--- config.mk ---
export PLATFORM = sky130hd
export DESIGN_NAME = series_adder_frame_loader
export DESIGN_NICKNAME = d
export VERILOG_FILES = /design/src/rtl/series_adder_frame_loader.sv
export SDC_FILE = /design/constraint.sdc
export NUM_CORES = 2
export LEC_CHECK = 0
export ABC_AREA = 1
export CORE_AREA = 2 2 419 421
export CTS_BUF_LIST = sky130_fd_sc_hd__clkbuf_8
export DETAILED_ROUTE_END_ITERATION = 12
export DIE_AREA = 0 0 421 423
export PLACE_DENSITY = 0.69
export SYNTH_ARGS = -nofsm -noshare
export SYNTH_HDL_FRONTEND = slang
export SYNTH_SLANG_ARGS = --single-unit
--- constraint.sdc ---
create_clock -name clk -period 6.09 [get_ports clk]
set_input_delay 0.609 -clock clk [delete_from_list [all_inputs] [get_ports clk]]
set_output_delay 0.609 -clock clk [all_outputs]
set_load 0.03 [all_outputs]
--- src/rtl/series_adder_frame_loader.sv ---
// Packs M 32-bit operand words into M*32-bit frames through a ping-pong double buffer.
// Optional short-frame close with zero padding: define FRAME_ZERO_PAD_EN.
module series_adder_frame_loader #(
    parameter int unsigned M = 32
) (
    input  logic            clk,
    input  logic            rst_p,
    input  logic [31:0]     s_data_i,
    input  logic            s_vld_i,
    input  logic            s_last_i,
    output logic            s_rdy_o,
    output logic [M*32-1:0] frame_o,
    output logic            frame_vld_o,
    input  logic            frame_rdy_i,
    output logic [15:0]     frame_cnt_o,
    output logic [1:0]      fill_o
);

    localparam int unsigned CW = (M > 1) ? $clog2(M) : 1;
    localparam logic [CW-1:0] LastSlot = CW'(M - 1);

    logic [M*32-1:0] bufs_q [2];
    logic [1:0]      full_q, full_d;
    logic            wr_sel_q, wr_sel_d;
    logic            rd_sel_q, rd_sel_d;
    logic [CW-1:0]   word_ctr_q, word_ctr_d;
    logic [15:0]     frame_cnt_q, frame_cnt_d;
    logic            accept, close, xfer;

`ifdef FRAME_ZERO_PAD_EN
    assign close = accept && ((word_ctr_q == LastSlot) || s_last_i);
`else
    logic unused_last;
    assign unused_last = s_last_i;
    assign close = accept && (word_ctr_q == LastSlot);
`endif

    assign accept = s_vld_i && !full_q[wr_sel_q];
    assign xfer   = full_q[rd_sel_q] && frame_rdy_i;

    // Close and transfer always hit different buffers, so both may apply in one cycle.
    always_comb begin
        full_d      = full_q;
        wr_sel_d    = wr_sel_q;
        rd_sel_d    = rd_sel_q;
        word_ctr_d  = word_ctr_q;
        frame_cnt_d = frame_cnt_q;
        if (close) begin
            full_d[wr_sel_q] = 1'b1;
            wr_sel_d         = ~wr_sel_q;
            word_ctr_d       = '0;
        end else if (accept) begin
            word_ctr_d = word_ctr_q + CW'(1);
        end
        if (xfer) begin
            full_d[rd_sel_q] = 1'b0;
            rd_sel_d         = ~rd_sel_q;
            frame_cnt_d      = frame_cnt_q + 16'd1;
        end
    end

    always_ff @(posedge clk) begin
        if (rst_p) begin
            full_q      <= '0;
            wr_sel_q    <= 1'b0;
            rd_sel_q    <= 1'b0;
            word_ctr_q  <= '0;
            frame_cnt_q <= '0;
        end else begin
            full_q      <= full_d;
            wr_sel_q    <= wr_sel_d;
            rd_sel_q    <= rd_sel_d;
            word_ctr_q  <= word_ctr_d;
            frame_cnt_q <= frame_cnt_d;
        end
    end

    always_ff @(posedge clk) begin
`ifdef FRAME_ZERO_PAD_EN
        if (rst_p) begin
            bufs_q[0] <= '0;
            bufs_q[1] <= '0;
        end else begin
            if (xfer) begin
                bufs_q[rd_sel_q] <= '0;
            end
            if (accept) begin
                bufs_q[wr_sel_q][{word_ctr_q, 5'd0} +: 32] <= s_data_i;
            end
        end
`else
        if (accept) begin
            bufs_q[wr_sel_q][{word_ctr_q, 5'd0} +: 32] <= s_data_i;
        end
`endif
    end

    assign s_rdy_o     = !full_q[wr_sel_q];
    assign frame_o     = bufs_q[rd_sel_q];
    assign frame_vld_o = full_q[rd_sel_q];
    assign frame_cnt_o = frame_cnt_q;
    assign fill_o      = {1'b0, full_q[0]} + {1'b0, full_q[1]};

endmodule

==> results.json <==
{
  "route.detailed.wl_per_inst_microns": 31.9,
  "setup_tns_ns": 0,
  "timing.final.max_slew_violations": 5,
  "grt_overflow_total": 0,
  "syn_avg_cell_area_sq_um": 15.3,
  "multiInputGateArea_sq_um": 19800,
  "yosys_warnings": 0,
  "clk_root_buffer_cell": "sky130_fd_sc_hd__clkbuf_8",
  "syn_inst": 5446,
  "cts_tree": "built",
  "ratio_of_total_power_to_cell_area_nw_per_um2": 270,
  "hold_path_stages": 2,
  "asyncSetResetFlopFracSynth": 0,
  "finalCriticalPeriod_ns": 4.67,
  "rsz0062_at_grt": "false",
  "post-cts-setup-buffers": 0,
  "ff2ff_path_depth": 11,
  "seq_area_sq_um": 62000,
  "power.ir.vdd_worst_mv": 0.246,
  "synth_sequential_area_ratio": 0.746,
  "drt_first_pass_iters": 5,
  "finalSetupViolCount": 0,
  "grt_start_max_net_pins": 168,
  "gp_routability_congestion": 0.904,
  "failed_checks": "capacitance limit, slew limit",
  "count_of_distinct_cell_types_in_the_synthesized_netlist": 26,
  "die_h_microns": 423,
  "regToRegEndpoint": "bufs_q[0][520]",
  "grt_antenna_before_repair": 10,
  "drt_wl_total_microns": 296000,
  "hpwl_microns": 205000,
  "remaining_drc_errors": 0,
  "hold_ws_ns": 0.248,
  "cts_htree_levels": 5,
  "worstHoldPathType": "input port to register",
  "fmaxAchievable_mhz": 214,
  "crit_required_ns": 6.73,
  "number_of_synthesized_flops_with_an_enable_pin": 2048,
  "grt_pass1_wl_microns": 400000,
  "cts-hold-fix-buffers": 0,
  "clock_sink_count": 2074,
  "worst_slew_slack_as_a_fraction_of_its_limit": -0.00853,
  "areaGrowthSynthToFinish_pct": 24.7,
  "synthesis.area_sq_um": 83100,
  "power_leakage_nw": 35.3,
  "synth_most_common_cell": "sky130_fd_sc_hd__edfxtp_1",
  "gr-usage-all-layers": 0.325,
  "worst-path-max-fanout": 55,
  "ys_dominant_reg_cell": "sky130_fd_sc_hd__edfxtp_1",
  "cts.path.max_buffers": 4,
  "final_min_period_over_clock_period": 0.766,
  "worst-slew-pin-transition_ns": 1.50,
  "clkLatencyLatePin_ns": 1.09,
  "ff2ff_setup_slack_ns": 1.42,
  "synth_largest_type_area_fraction": 0.740,
  "timing_worst_setup_path_type": "register to register",
  "hold_viol": 0,
  "layout.filler_cells": 13300,
  "clock_skew_after_layout_ns": 0.0668,
  "r2r-start": "word_ctr_q[0]",
  "setup.worst_path.start_class": "register",
  "end_kind": "register",
  "synth_nets": 5492,
  "data_arrival_time_of_the_critical_path_ns": 5.31,
  "first_global_vias": 52100,
  "cts-resized-gates": 0,
  "top_level_i_o_count": 1081,
  "ant_nets": 0,
  "hold_path.startpoint": "rst_p",
  "synth_area_leader_cell": "sky130_fd_sc_hd__edfxtp_1",
  "die_area_sq_um": 178000,
  "synth_common_cells": "sky130_fd_sc_hd__edfxtp_1, sky130_fd_sc_hd__nor2_1, sky130_fd_sc_hd__mux2_2, sky130_fd_sc_hd__nand2_1, sky130_fd_sc_hd__clkbuf_1",
  "endpoint_of_the_worst_hold_timing_path": "wr_sel_q",
  "std_cell_rows": 153,
  "via_per_inst": 5.67,
  "core_region_area_sq_um": 173000,
  "path_clk_slew_ns": 0.06,
  "finalNetCount": 6749,
  "detailroute.via_count": 52600,
  "seq_cells_post_synth": 2074,
  "drive_above_1_share": 0.246,
  "status": "finished with violations",
  "place.port_buffers": 1079,
  "fp.dieW_microns": 421,
  "cts_buffers": 349,
  "synth.top_cells.by_area": "sky130_fd_sc_hd__edfxtp_1, sky130_fd_sc_hd__mux2_2, sky130_fd_sc_hd__nor2_1",
  "timing.max_cap.violations": 2,
  "initial_core_util": 0.480,
  "drt_iter0_markers": 6284
}
-- per-stage QoR --
stage | cells | util | area (sq um) | setup slack, ns | total power [mW]
final | 9278 | 0.598 | 104000 | 1.42 | 28.0
after global routing | 9274 | 0.598 | 104000 | 1.18 | 28.7
after CTS | 9273 | 0.598 | 104000 | 1.38 | 28.1
after detailed placement | 8677 | 0.563 | 97500 | 1.42 | 17.0
after global placement | 8676 | 0.563 | 97500 | 1.46 | 17.0
after floorplan | 5446 | - | 83100 | 1.44 | 16.4
-- metal layers --
metal | track usage | up-vias | wire length, microns
li1 | - | 22300 | -
met5 | 0 | - | 19
met2 | 0.501 | 2917 | 135000
met1 | 0.391 | 26600 | 107000
met3 | 0.100 | 717 | 30200
met4 | 0.223 | 2 | 23400
-- worst max-delay path by stage --
stage                        from             end  slack (ns)  cells past startpoint
detailed placement  word_ctr_q[0]  bufs_q[1][512]        1.42                     11
global route        word_ctr_q[0]  bufs_q[1][515]        1.18                     11
CTS                 word_ctr_q[0]  bufs_q[1][519]        1.38                     11
global placement    word_ctr_q[0]  bufs_q[1][532]        1.46                     11
floorplan           word_ctr_q[0]  bufs_q[0][896]        1.44                      9
finish              word_ctr_q[0]  bufs_q[0][520]        1.42                     11
-- placed cells by master (no fill, tap or decap), drive strengths merged --
cell type	synthesis	final
inv	156	282
xnor2	1	1
nand3b	1	1
nand2	386	386
xor2	2	2
buf	154	155
clkdlybuf4s50	0	1079
nor2	1093	1093
dfxtp	26	26
nand4	34	34
clkinvlp	0	6
ha	9	9
nand3	155	155
clkinv	0	93
clkbuf	174	364
bufinv	0	7
or2	6	6
mux2	1024	1024
nor3	145	145
o21ai	10	10
diode	0	5
a21oi	22	22
edfxtp	2048	2048
-- critical path, stage by stage, from the launching register on --
cell                      delay [ns]
sky130_fd_sc_hd__dfxtp_1        0.32
sky130_fd_sc_hd__inv_2          0.46
sky130_fd_sc_hd__ha_1           0.40
sky130_fd_sc_hd__nand2_1        0.09
sky130_fd_sc_hd__nand2_1        0.10
sky130_fd_sc_hd__nand2_4        0.05
sky130_fd_sc_hd__buf_4          0.32
sky130_fd_sc_hd__inv_8          0.36
sky130_fd_sc_hd__nand2_2        0.63
sky130_fd_sc_hd__nor2_1         0.36
sky130_fd_sc_hd__nand3_1        0.22
sky130_fd_sc_hd__nor2_4         0.87
-- kinds of logic after synthesis --
| family | count (synthesis) | synth area share |
|---|---|---|
| xor+xnor | 3 | 0.000406 |
| buf+inv | 484 | 0.0235 |
| fa+ha+maj | 9 | 0.00135 |
| mux | 1024 | 0.139 |
| compound gates | 32 | 0.00193 |
| simple gates | 1820 | 0.0882 |
| flops | 2074 | 0.746 |
-- layout make-up --
| cell class | instances | share of cell area |
|---|---|---|
| Clock buffer | 364 | 0.0483 |
| Antenna cell | 5 | 0.000121 |
| Tap cell | 2325 | 0.0281 |
| Sequential cell | 2074 | 0.598 |
| Clock inverter | 232 | 0.0107 |
| Inverter | 156 | 0.00585 |
| Timing Repair Buffer | 1234 | 0.118 |
| Multi-Input combinational cell | 2888 | 0.191 |
-- registers in the layout (all words and copies together), names as in the netlist, named ones only --
name         count
rd_sel_q         1
full_q           2
wr_sel_q         1
frame_cnt_o     16
word_ctr_q       5
bufs_q        2048
-- power breakdown --
| part | switching [mW] | internal [mW] | total, mW |
|---|---|---|---|
| Clock | 5.50 | 5.78 | 11.3 |
| Sequential | 0.00867 | 15.5 | 15.5 |
| Combinational | 1.03 | 0.192 | 1.22 |
| Total | 6.54 | 21.5 | 28.0 |
Power figures use the tool's default switching activity.
